File: src/rtl/sev_segm_scan_if.sv
// Host write channel of the seven-segment scan controller: valid/ready byte
// writes addressed by display byte index.
interface sev_segm_scan_if #(
    parameter int ADDR_W = 2
) ();
    logic              wr_valid;
    logic              wr_ready;
    logic [ADDR_W-1:0] wr_addr;
    logic [7:0]        wr_data;

    modport master (
        output wr_valid,
        output wr_addr,
        output wr_data,
        input  wr_ready
    );

    modport slave (
        input  wr_valid,
        input  wr_addr,
        input  wr_data,
        output wr_ready
    );
endinterface

File: src/rtl/sev_segm_scan.sv
// Time-multiplexed common-anode seven-segment scanner sharing one external
// byte decoder; host writes are double-buffered and committed per frame.
module sev_segm_scan #(
    parameter int NUM_BYTES   = 4,
    parameter int REFRESH_DIV = 50000,
    parameter int ADDR_W      = (NUM_BYTES > 1) ? $clog2(NUM_BYTES) : 1
) (
    input  logic                   clk,
    input  logic                   rst_n,
    input  logic                   enable_i,
    sev_segm_scan_if.slave         wr_bus,
    output logic [7:0]             dec_byte_o,
    input  logic [6:0]             dec_segm0_i,
    input  logic [6:0]             dec_segm1_i,
    output logic [6:0]             seg_out_o,
    output logic [2*NUM_BYTES-1:0] dig_en_o,
    output logic                   frame_done_o
);
    localparam int NUM_DIGITS = 2 * NUM_BYTES;
    localparam int DIG_W      = $clog2(NUM_DIGITS);
    localparam int CNT_W      = $clog2(REFRESH_DIV + 1);
    localparam logic [DIG_W-1:0] LAST_DIGIT = DIG_W'(NUM_DIGITS - 1);
    localparam logic [CNT_W-1:0] LAST_COUNT = CNT_W'(REFRESH_DIV - 1);

    typedef enum logic [2:0] {
        ST_IDLE,
        ST_SELECT,
        ST_CAPTURE,
        ST_SHOW,
        ST_COMMIT
    } state_t;

    state_t                 state_q, state_d;
    logic [DIG_W-1:0]       digit_q, digit_d;
    logic [CNT_W-1:0]       cnt_q, cnt_d;
    logic                   pending_q;
    logic [6:0]             seg_q;

    logic                   wr_ready_s;
    logic                   wr_accept;
    logic                   commit_en;
    logic [NUM_BYTES-1:0]   wr_hit;
    logic [8*NUM_BYTES-1:0] active_flat;
    logic [DIG_W-1:0]       byte_idx;
    logic [7:0]             byte_sel;

    assign wr_ready_s      = (state_q != ST_COMMIT);
    assign wr_bus.wr_ready = wr_ready_s;
    assign wr_accept       = wr_bus.wr_valid && wr_ready_s;

    // Disabling during COMMIT abandons the copy; the shadow stays pending.
    assign commit_en = (state_q == ST_COMMIT) && enable_i && pending_q;

    // Out-of-range addresses match no byte, so they are silently dropped.
    genvar gi;
    generate
        for (gi = 0; gi < NUM_BYTES; gi++) begin : g_byte
            logic [7:0] shadow_q;
            logic [7:0] active_q;

            assign wr_hit[gi] = wr_accept && (wr_bus.wr_addr == ADDR_W'(gi));

            always_ff @(posedge clk or negedge rst_n) begin
                if (!rst_n) begin
                    shadow_q <= '0;
                    active_q <= '0;
                end else begin
                    if (wr_hit[gi]) begin
                        shadow_q <= wr_bus.wr_data;
                    end
                    if (commit_en) begin
                        active_q <= shadow_q;
                    end
                end
            end

            assign active_flat[gi*8 +: 8] = active_q;
        end
    endgenerate

    always_ff @(posedge clk or negedge rst_n) begin
        if (!rst_n) begin
            pending_q <= 1'b0;
        end else if (|wr_hit) begin
            pending_q <= 1'b1;
        end else if (commit_en) begin
            pending_q <= 1'b0;
        end
    end

    assign byte_idx = digit_q >> 1;

    always_comb begin
        byte_sel = '0;
        for (int i = 0; i < NUM_BYTES; i++) begin
            if (byte_idx == DIG_W'(i)) begin
                byte_sel = active_flat[i*8 +: 8];
            end
        end
    end

    assign dec_byte_o = byte_sel;

    always_comb begin
        state_d = state_q;
        digit_d = digit_q;
        cnt_d   = '0;
        case (state_q)
            ST_IDLE: begin
                digit_d = '0;
                if (enable_i) begin
                    state_d = ST_SELECT;
                end
            end
            ST_SELECT:  state_d = ST_CAPTURE;
            ST_CAPTURE: state_d = ST_SHOW;
            ST_SHOW: begin
                if (cnt_q == LAST_COUNT) begin
                    if (digit_q == LAST_DIGIT) begin
                        state_d = ST_COMMIT;
                    end else begin
                        digit_d = digit_q + DIG_W'(1);
                        state_d = ST_SELECT;
                    end
                end else begin
                    cnt_d = cnt_q + CNT_W'(1);
                end
            end
            ST_COMMIT: begin
                digit_d = '0;
                state_d = ST_SELECT;
            end
            default: begin
                digit_d = '0;
                state_d = ST_IDLE;
            end
        endcase

        if (state_q != ST_IDLE && !enable_i) begin
            state_d = ST_IDLE;
            digit_d = '0;
            cnt_d   = '0;
        end
    end

    always_ff @(posedge clk or negedge rst_n) begin
        if (!rst_n) begin
            state_q <= ST_IDLE;
            digit_q <= '0;
            cnt_q   <= '0;
        end else begin
            state_q <= state_d;
            digit_q <= digit_d;
            cnt_q   <= cnt_d;
        end
    end

    // The decoder settles during SELECT; its output is sampled as CAPTURE ends.
    always_ff @(posedge clk or negedge rst_n) begin
        if (!rst_n) begin
            seg_q <= 7'h7F;
        end else if (state_q == ST_CAPTURE) begin
            seg_q <= digit_q[0] ? dec_segm1_i : dec_segm0_i;
        end
    end

    assign seg_out_o    = seg_q;
    assign frame_done_o = (state_q == ST_COMMIT);

    generate
        for (gi = 0; gi < NUM_DIGITS; gi++) begin : g_digit
            assign dig_en_o[gi] = !((state_q == ST_SHOW) && (digit_q == DIG_W'(gi)));
        end
    endgenerate
endmodule

File: src/flat_wrapper.sv
// flat-port wrapper written by rule: the top's interface ports become plain ports
module sev_segm_scan_flat 
#(
    parameter int NUM_BYTES   = 4,
    parameter int REFRESH_DIV = 50000,
    parameter int ADDR_W      = (NUM_BYTES > 1) ? $clog2(NUM_BYTES) : 1
)
  (clk, rst_n, enable_i, dec_byte_o, dec_segm0_i, dec_segm1_i, seg_out_o, dig_en_o, frame_done_o, wr_bus_wr_valid, wr_bus_wr_addr, wr_bus_wr_data, wr_bus_wr_ready);
  sev_segm_scan_if #(.ADDR_W(ADDR_W)) wr_bus_i ();
  input  logic clk;
  input  logic rst_n;
  input  logic enable_i;
  output logic [7:0] dec_byte_o;
  input  logic [6:0] dec_segm0_i;
  input  logic [6:0] dec_segm1_i;
  output logic [6:0] seg_out_o;
  output logic [2*NUM_BYTES-1:0] dig_en_o;
  output logic frame_done_o;
  input wire logic [$bits(wr_bus_i.wr_valid)-1:0] wr_bus_wr_valid;
  input wire logic [$bits(wr_bus_i.wr_addr)-1:0] wr_bus_wr_addr;
  input wire logic [$bits(wr_bus_i.wr_data)-1:0] wr_bus_wr_data;
  output wire logic [$bits(wr_bus_i.wr_ready)-1:0] wr_bus_wr_ready;
  assign wr_bus_i.wr_valid = wr_bus_wr_valid;
  assign wr_bus_i.wr_addr = wr_bus_wr_addr;
  assign wr_bus_i.wr_data = wr_bus_wr_data;
  assign wr_bus_wr_ready = wr_bus_i.wr_ready;
  sev_segm_scan #(.NUM_BYTES(NUM_BYTES), .REFRESH_DIV(REFRESH_DIV), .ADDR_W(ADDR_W)) u_core (.clk(clk), .rst_n(rst_n), .enable_i(enable_i), .wr_bus(wr_bus_i), .dec_byte_o(dec_byte_o), .dec_segm0_i(dec_segm0_i), .dec_segm1_i(dec_segm1_i), .seg_out_o(seg_out_o), .dig_en_o(dig_en_o), .frame_done_o(frame_done_o));
endmodule
File: config.mk
export PLATFORM = sky130hd
export DESIGN_NAME = sev_segm_scan_flat
export DESIGN_NICKNAME = d
export VERILOG_FILES = /design/src/rtl/sev_segm_scan_if.sv /design/src/rtl/sev_segm_scan.sv /design/src/flat_wrapper.sv
export SDC_FILE = /design/constraint.sdc
export NUM_CORES = 1
export LEC_CHECK = 0
export CAP_MARGIN = 0
export CORE_ASPECT_RATIO = 0.8
export CORE_UTILIZATION = 30
export CTS_CLUSTER_SIZE = 28
export DETAILED_ROUTE_END_ITERATION = 8
export GPL_TIMING_DRIVEN = 0
export PLACE_DENSITY = 0.49
export REMOVE_ABC_BUFFERS = 1
export SYNTH_ARGS = -nofsm -noshare
export SYNTH_HDL_FRONTEND = slang
export SYNTH_SLANG_ARGS = --single-unit
File: constraint.sdc
create_clock -name clk -period 3.58 [get_ports clk]
set_clock_uncertainty 0.2 [all_clocks]
set_input_delay 0.716 -clock clk [delete_from_list [all_inputs] [get_ports clk]]
set_output_delay 0.716 -clock clk [all_outputs]
set_load 0.01 [all_outputs]
* Word-level counts from Yosys, hierarchy flattened
Cells that the tools add are included.
** Storage, ports and cells
- Flip-flop bits (word level) :: 94
- Word-level logic and storage cells :: 92
** Operators by class
- Add/subtract/negate cells :: 2
- Eq/ne operators :: 23
- Mux-type cells :: 19
- Reduce and logical (&&, ||, !) cells :: 35
** Operators by type and width (number)
- $mux 16 :: 3
- $mux 8 :: 4
- $mux 3 :: 7
- $add 16x1->16 const B :: 1
- $eq 16x16->1 const B :: 1
- $logic_and 1x1->1 :: 16
- $eq 3x3->1 const B :: 5
- $pmux 3 s5 :: 1
- $eq 3x2->1 const B :: 4
- $logic_not 1->1 :: 9
- $logic_not 3->1 :: 3
- $eq 2x2->1 const B :: 4
- $mux 7 :: 1
- $eq 3x1->1 const B :: 2
- $ne 3x2->1 const B :: 2
- $pmux 3 s2 :: 1
- $eq 2x1->1 const B :: 2
- $reduce_or 4->1 :: 1
- $add 3x1->3 const B :: 1
- $ne 3x1->1 const B :: 1
- $ne 3x3->1 const B :: 1
- $reduce_and 3->1 :: 1
- $reduce_bool 3->1 :: 1
- $logic_not 2->1 :: 1
- other kinds (5) :: 6

* Depth between registers and ports, before layout
Gate-level depths: netlist of run 1.
- Depth after elaboration :: 5
- Depth in mapped cells :: 6
- Depth with buffers taken out :: 5

* Worst setup path before layout of run 1
Ideal clock, no wire load.
- Path type :: flip-flop to output port
- Start :: reg u_core.digit_q[1]
- End :: out dec_byte_o[0]
- Data arrival time :: 1.417 ns
- Required time :: 2.664 ns
- Path slack :: 1.247 ns
- Stages on the path, launching flop included :: 3
- Cell sequence :: dfrtp_1 > clkbuf_1 > mux4_2
** Between the ends
- Cells in the longest elaborated chain, start to end :: 5
- Elaborated cells on any way between the ends :: 8
- Classes of those cells :: eq/ne (3); mux (4); reduce/logical (1)
** Ends and longest elaborated chain
- start: declaration :: RTL line sev_segm_scan.sv:34 : logic [DIG_W-1:0] digit_q, digit_d;
- start signal: assignment :: RTL line sev_segm_scan.sv:153 : digit_q <= digit_d;
- $logic_not 3->1 :: RTL line sev_segm_scan.sv:96 : if (byte_idx == DIG_W'(i)) begin
- $mux 8 (3 in series) :: RTL line sev_segm_scan.sv:96
- $mux 8 (*) :: RTL line sev_segm_scan.sv:96
- end: declaration :: RTL line flat_wrapper.sv:13 : output logic [7:0] dec_byte_o;
Every way passes the cells marked *; elsewhere a longest branch is shown, timed or not.

* Worst setup path in the final report of run 1
- Start :: reg u_core.digit_q[1]
- End :: out dec_byte_o[1]
The elaborated chain is that of the path after synthesis.

==> results of run 1 <==
-- logic make-up after synthesis --
group / count (synthesis)
DFF: 94
and+or+nand+nor: 80
muxes: 79
buffers and inverters: 21
AOI/OAI and AO/OA: 20
xor gates and xnor gates: 13
adders and majority gates: 7
-- layout make-up --
cell class,instances,area (sq um),area share
clock buffers,11,243,0.0468
well taps,180,225,0.0434
flip-flops and latches,94,2360,0.455
repair buffers,54,566,0.109
inverters,11,41.3,0.00796
multi-input cells,199,1720,0.331
clock inverters,2,35.0,0.00675
-- per-stage QoR --
step | worst slack (ps) | cells | hold slack (ps)
floorplan | 859 | 304 | 220
finish | 374 | 551 | 131
CTS | 283 | 551 | 135
global route | 232 | 551 | 159
detailed placement | 409 | 538 | 278
global placement | -1960 | 536 | 280
-- power by group --
part           total (mW)  internal [mW]  switching [mW]
Combinational       0.321          0.185           0.137
Clock               0.920          0.547           0.373
Sequential           1.26           1.20          0.0579
-- state kept, by name (all words and copies together) (netlist names) --
register and flops:
u_core.pending_q 1, u_core.cnt_q 16, u_core.g_byte.active_q 32, u_core.state_q 3, u_core.g_byte.shadow_q 32, u_core.digit_q 3, u_core.seg_out_o 7
-- per-layer routing --
layer	up-vias	global-route usage
met5	-	0
met1	1276	0.167
li1	1231	-
met4	0	0.0414
met2	35	0.199
met3	8	0.0416
-- worst register-to-register path: stages, from the launching register on --
cell and delay [ps]:
dfrtp_1 420, nor3b_1 210, nor2b_1 380, nor3b_2 780, mux2_2 420
-- final timing paths --
path	slack [ps]	cells past startpoint	start	to
worst max-delay path	370	2	u_core.digit_q[1]	dec_byte_o[1]
worst min-delay path	130	1	rst_n	u_core.g_byte[0].active_q[7]
worst max register to register	1060	4	u_core.state_q[2]	u_core.g_byte[0].shadow_q[4]
worst min register to register	280	1	u_core.cnt_q[0]	u_core.cnt_q[0]
max in group asynchronous	2340	2	rst_n	u_core.seg_out_o[0]
min in group clk	280	1	u_core.cnt_q[0]	u_core.cnt_q[0]
-- cell usage in the layout (no fill, tap or decap), types with 3 or more instances in the layout --
cell type,n
clkdlybuf4s50_1,51
o21ai_0,4
clkbuf_16,9
nor3_1,5
or3_1,3
nand4_1,4
a21oi_1,11
dfstp_2,7
o22ai_1,3
inv_1,11
nor2_1,24
ha_1,7
mux4_2,8
nand3_1,9
mux2i_1,7
nand2_1,12
dfrtp_1,87
mux2_2,64
nor4_1,3
xnor2_1,11
==> results by stage, run 1 <==
Clocking:
- The clock net sink count is 94.
- The clock tree from TritonCTS is built.
- The clock latency at the later pin of the worst-skew pair is 340 ps.
- TritonCTS created 9 clock buffers.
- The number of buffers inserted to repair setup after CTS is 0.
- The number of instances resized during post-cts repair is 0.
- The hold buffer count at CTS is 0.
- The clock root buffer master is clkbuf_16.
- The total number of H-tree levels is 3.
- The deepest clock path buffer count is 2.
- Clock-pin slew was measured on the worst setup and hold paths at 60 ps.

Placed design:
- The detailed placement HPWL is 5.51 mm.
- Routability-driven placement finished with a final weighted congestion of 0.735.
- Summing all placed instances gives a cell area of 0.00491 sq mm.
- The count of input and output buffers is 52.

Yosys:
- Ranked by instance count, the synthesized netlist is headed by dfrtp_1, mux2_2, nor2_1, nand2_1.
- For this run, the register share of the synthesized area comes to 0.569.
- The complex-gate fraction of the synthesized area is 0.0265.
- The share of synthesized flip-flops with an asynchronous set or reset is 1.00.
- The count of flip-flops with a built-in enable after synthesis is 0.
- Synthesis handed over a netlist of 314 instances.
- The netlist area before placement is 0.00415 sq mm.
- The number of storage elements in the synthesis netlist is 94.
- Yosys mapped the design onto 38 distinct sky130hd cell types.
- The combinational family with the most area after synthesis is multiplexers.
- The share of synthesized area in the top cell type comes to 0.525.
- dfrtp_1 takes more of the synthesized area than any other cell.
- The most instantiated library cell after synthesis is dfrtp_1.
- The share of synthesized cell area in full adder, half adder and majority cells is 0.0211.
- Among all flip-flop cells after synthesis, the most frequent one is dfrtp_1.
- Of the total synthesized cell area, the portion taken by AND, OR, NAND and NOR gates is 0.103.
- The average footprint of a synthesized cell is 13.2 sq um.
- During synthesis, Yosys emitted a total of 0 warnings.
- By area the synthesized netlist is led by dfrtp_1, mux2_2, dfstp_2, mux4_2, xnor2_1.
- The post-synthesis xor/xnor area fraction is 0.0274.
- After synthesis, the share of cell area in mux cells is 0.234.

Final layout:
- The count of filler cells inserted in the layout is 1329.
- The net count of the finished layout is 404.
- In the final layout, the share of cells above drive strength 1 is 0.267.
- The final cell utilization of the core is 0.383.
- Compared with the post-synthesis result, the final layout area differs by 25.1%.
- After routing the design area is 0.00519 sq mm.
- The number of diodes added for antenna fixing is 0.

Pwr:
- The maximum resistive drop on vdd is 0.000223 V.
- The sum of internal, switching and leakage power is 2.50 mW.
- In this run the power density over the cells is 482 mW/mm^2.
- In this run the static leakage power is 2.16 nW.

STA:
- Based on the critical path, the design can be clocked at up to 0.312 GHz.
- The final number of hold-violating endpoints was 0.
- Setup violations remaining at the end of the flow were counted as 0.
- In the finished design, the share of the clock period the worst path needs comes to 0.895.
- For the pin with the worst max-slew slack, the measured transition is 845 ps.
- The aggregate negative setup slack is 0 ps.
- After layout, the minimum clock period comes to 3210 ps.
- Measured against its own limit, the worst slew margin works out to 0.434.
- The number of slew-limit violations in the final report is 0.
- Setup repair after global routing left no endpoint under its margin.

Die:
- The core region is 0.0136 sq mm.
- The die footprint is 0.0143 sq mm.
- The die is 107 um tall.
- For this configuration, the core starts out at a cell density of 0.306.
- The top-level port count is 53.
- The row count is 38.
- Measured along the x axis, the die boundary spans 134 um.

Outcome:
- The flow ran to the end, and the final reports show no timing, DRC or antenna violations.

Setup path:
- Data on the critical path is required at its endpoint by 2660 ps.
- The launching element type of the critical path is a flip-flop.
- The family with the most delay on the worst path is flip-flops.
- The critical path goes through mux4_2 -> clkdlybuf4s50_1.
- In this run the worst path has a maximum fanout of 12.
- Together, buffers and inverters on the worst path number 1.
- STA classifies the critical path endpoint as an output pin.
- STA puts the critical path data arrival time at 2290 ps.
- The start-to-end type of the worst setup path is reg2out.
- Among all stages on the critical path, the largest delay is contributed by dfrtp_1.
- The largest single stage delay on the critical path is 830 ps.

Global route:
- Across every metal layer, demand over resource in global routing totals 0.127.
- The pin count of the biggest net entering global routing is 62.
- The initial antenna violation count came to 0.
- The number of global-route vias before repair came to 2602.
- Global routing finished with a remaining overflow of 0.
- The first-pass GRT wire length is 13.7 mm.

Worst hold path:
- The path class of the tightest hold or removal check is in2async.

Detailed routing:
- In the routed design, unresolved DRC markers number 0.
- The detailed router finished its first iteration with 101 violations.
- The total met2 wirelength after detailed routing is 3.82 mm.
- The routed layout has 2550 vias.
- The final layout contains routed wiring with a total length of 8.24 mm.
- The uppermost signal routing layer after detailed routing is met4.
- In the final routed layout, each cell accounts on average for 15.0 um.
- The count of nets left with antenna violations after detail routing is 0.
- In the routed layout, each cell is associated on average with a via count of 4.63.
- The detailed-routing wirelength on met1 is 3.97 mm.
- For this run, the detailed router's first-pass iteration total came to 6.
- The sum of met3 wire segment lengths after detailed routing is 344 um.

Run:
- The max capacitance violation total is 0.
No activity file was read; power rests on OpenSTA's default activity.
==> run 2: changes to the inputs <==
Settings changed: CORE_UTILIZATION 30 to 55, PLACE_DENSITY 0.49 to 0.79.
==> run 2 against run 1 <==
  * Utilization grew 32 points
  * Critical path type unchanged
  * Register-to-register slack lost 200 ps
  * Worst hold slack lost 1.4 ps
  * Largest cell class unchanged
  * Highest routed layer unchanged
  * Routed wire length shrank 6.9%
  * Die area shrank 45%
  * Maximum frequency grew 0.46%
==> results by stage, run 2 (same netlist as run 1, synthesis figures left out) <==
Global route:
- The number of global-route vias before repair is 2645 (was 2602).
- The first-pass GRT wire length is 12.7 mm (was 13.7 mm).
- The pin count of the biggest net entering global routing was 58 (was 62).
- The initial antenna violation count is 0 (unchanged).
- The all-layer global routing usage came to 0.214 (was 0.127).
- The overall overflow remaining after global route is 0 (unchanged).

Final layout:
- The final cell utilization of the core is 0.702 (was 0.383).
- The sequential cell area in the final layout is 0.00236 sq mm (unchanged).
- The number of diodes added for antenna fixing is 0 (unchanged).
- The multi-input combinational cell area came to 0.00172 sq mm (unchanged).
- The layout cell share with drive strength beyond 1 came to 0.273 (was 0.267).
- The relative area change from synthesis to final layout came to 20.0% (was 25.1%).
- The commonest non-fill, non-tap cell in the layout was dfrtp_1 (unchanged).
- The net count of the finished layout is 403 (was 404).
- Regs by FF count: u_core.g_byte.active_q: 32 flops, u_core.g_byte.shadow_q: 32 flops, u_core.cnt_q: 16 flops (unchanged).
- Commonest non-fill, non-tap cells in the layout: dfrtp_1, mux2_2, clkdlybuf4s50_1 (unchanged).
- The count of filler cells inserted in the layout is 498 (was 1329).

Die:
- The top-level port count was 53 (unchanged).
- The placeable core region was 0.00709 sq mm (was 0.0136 sq mm).
- The die footprint is 0.00790 sq mm (was 0.0143 sq mm).
- The row count came to 27 (was 38).
- The die height is 79.7 um (was 107 um).
- The initial standard-cell utilization of the core is 0.585 (was 0.306).
- The horizontal die dimension is 99.1 um (was 134 um).

Detailed routing:
- The average wire length per cell after detail routing is 16.7 um (was 15.0 um).
- The number of DRC violations after detailed-routing iteration 0 was 102 (was 101).
- The count of nets left with antenna violations after detail routing is 0 (unchanged).
- The iteration count of the initial detailed-routing pass is 4 (was 6).
- The routed wire length is 7.67 mm (was 8.24 mm).
- The ratio of routed vias to standard cells is 5.67 (was 4.63).
- The post-route DRC violation count is 0 (unchanged).
- The number of vias in the routed layout is 2607 (was 2550).

Clocking:
- The number of buffers created by CTS is 9 (unchanged).
- The clock latency at the later pin of the worst-skew pair is 350 ps (was 340 ps).
- The total number of H-tree levels is 3 (unchanged).
- The clock net sink count is 94 (unchanged).
- The deepest clock path buffer count is 2 (unchanged).
- The number of buffers inserted to repair setup after CTS was 0 (unchanged).
- The number of instances resized during post-cts repair was 0 (unchanged).
- The clock tree from TritonCTS is built (unchanged).
- The hold buffer count at CTS is 0 (unchanged).
- The clock-pin slew reported for the worst setup and hold paths after clock tree synthesis is 90 ps (was 60 ps).
- The clock root buffer master is clkbuf_8 (was clkbuf_16).

Setup path:
- The start-to-end type of the worst setup path is reg2out (unchanged).
- The launch point of the worst reg-to-reg path is u_core.state_q[0] (was u_core.state_q[2]).
- The launching element type of the critical path is a flip-flop (unchanged).
- The peak fanout along the critical path is 12 (unchanged).
- The endpoint required time on the critical path is 2660 ps (about the same).
- The critical path capture point type is an output pin (unchanged).
- The arrival time at the worst endpoint is 2280 ps (was 2290 ps).
- The worst setup path startpoint is u_core.digit_q[1] (unchanged).

Placed design:
- The count of input and output buffers is 52 (unchanged).
- The final RePlAce weighted congestion is 0.798 (was 0.735).
- The worst slack at placement is 569 ps (was 409 ps).
- The detailed placement HPWL is 5.27 mm (was 5.51 mm).

STA:
- The aggregate negative setup slack is 0 ps (unchanged).
- The maximum clock rate is 0.313 GHz (was 0.312 GHz).
- The slew of the pin with the lowest slew margin was 876 ps (was 845 ps).
- The portion of the clock cycle consumed by the worst path in the final layout is 0.891 (was 0.895).
- The number of slew-limit violations in the final report was 0 (unchanged).
- Unrepaired setup endpoints after global routing: no (unchanged).
- The max-slew headroom at the worst pin is 0.415 (was 0.434).
- The time the final worst path needs with I/O delays and setup is 3190 ps (was 3210 ps).
- The minimum setup slack in the final design is 389 ps (was 374 ps).
- The final number of hold-violating endpoints is 0 (unchanged).
- The number of endpoints failing setup at the final stage is 0 (unchanged).

Pwr:
- The total power density per cell area is 461 mW/mm^2 (was 482 mW/mm^2).
- The maximum resistive drop on vdd is 0.000259 V (was 0.000223 V).
- The static leakage was 2.11 nW (was 2.16 nW).

Outcome:
- Status: finished, final reports clean (unchanged).

Worst hold path:
- The class of the tightest hold or removal check was in2async (unchanged).

Run:
- The max capacitance violation total is 0 (unchanged).
[run 2: cell count changes in the layout (fill, tap and decap cells not counted), sizes merged]
cell,delta
clkinvlp,+1
clkinv,+1
clkbuf,-1
inv,+2
buf,-1
[run 2: worst paths after layout]
path | end | slack, ps | cells past startpoint
setup / recovery | dec_byte_o[0] | 390 | 2
hold / removal | u_core.cnt_q[13] | 130 | 1
setup reg to reg | u_core.g_byte[3].active_q[1] | 860 | 3
hold reg to reg | u_core.cnt_q[0] | 300 | 1
max in group asynchronous | u_core.g_byte[2].active_q[1] | 2410 | 2
min in group clk | u_core.cnt_q[0] | 300 | 1
[run 2: area by class of cell]
class,count,share of cell area
multi-input combinational,199,0.345
clock buffer,10,0.0276
clock inverter,6,0.0138
timing repair buffer,53,0.109
sequential,94,0.474
inverter,11,0.00829
tap,87,0.0218
[run 2: worst max-delay path, stage by stage (launching register included)]
cell and delay, ps:
dfrtp_1 820, mux4_2 610, clkdlybuf4s50_1 500
[run 2: stage by stage]
| step | power [mW] | hold WS [ps] | std cells | cell area (sq um) |
|---|---|---|---|---|
| final | 2.30 | 130 | 460 | 4980 |
| after global routing | 2.41 | 145 | 460 | 4980 |
| after CTS | 2.33 | 127 | 460 | 4980 |
| after detailed placement | 1.61 | 284 | 444 | 4770 |
| after global placement | 1.59 | 271 | 443 | 4740 |
| after floorplan | 1.43 | 220 | 304 | 4110 |
[run 2: routing by layer]
metal / wire length (um) / vias to the layer above / track usage
met2: 3760 / 55 / 0.363
li1: - / 1230 / -
met3: 283 / 9 / 0.0552
met1: 3530 / 1313 / 0.274
met4: 94 / 0 / 0.0662
met5: 0 / - / 0
[run 2: report_power, final]
part	internal, mW	switching, mW
combinational	0.185	0.139
clock	0.347	0.365
sequential	1.20	0.0608
total	1.73	0.564
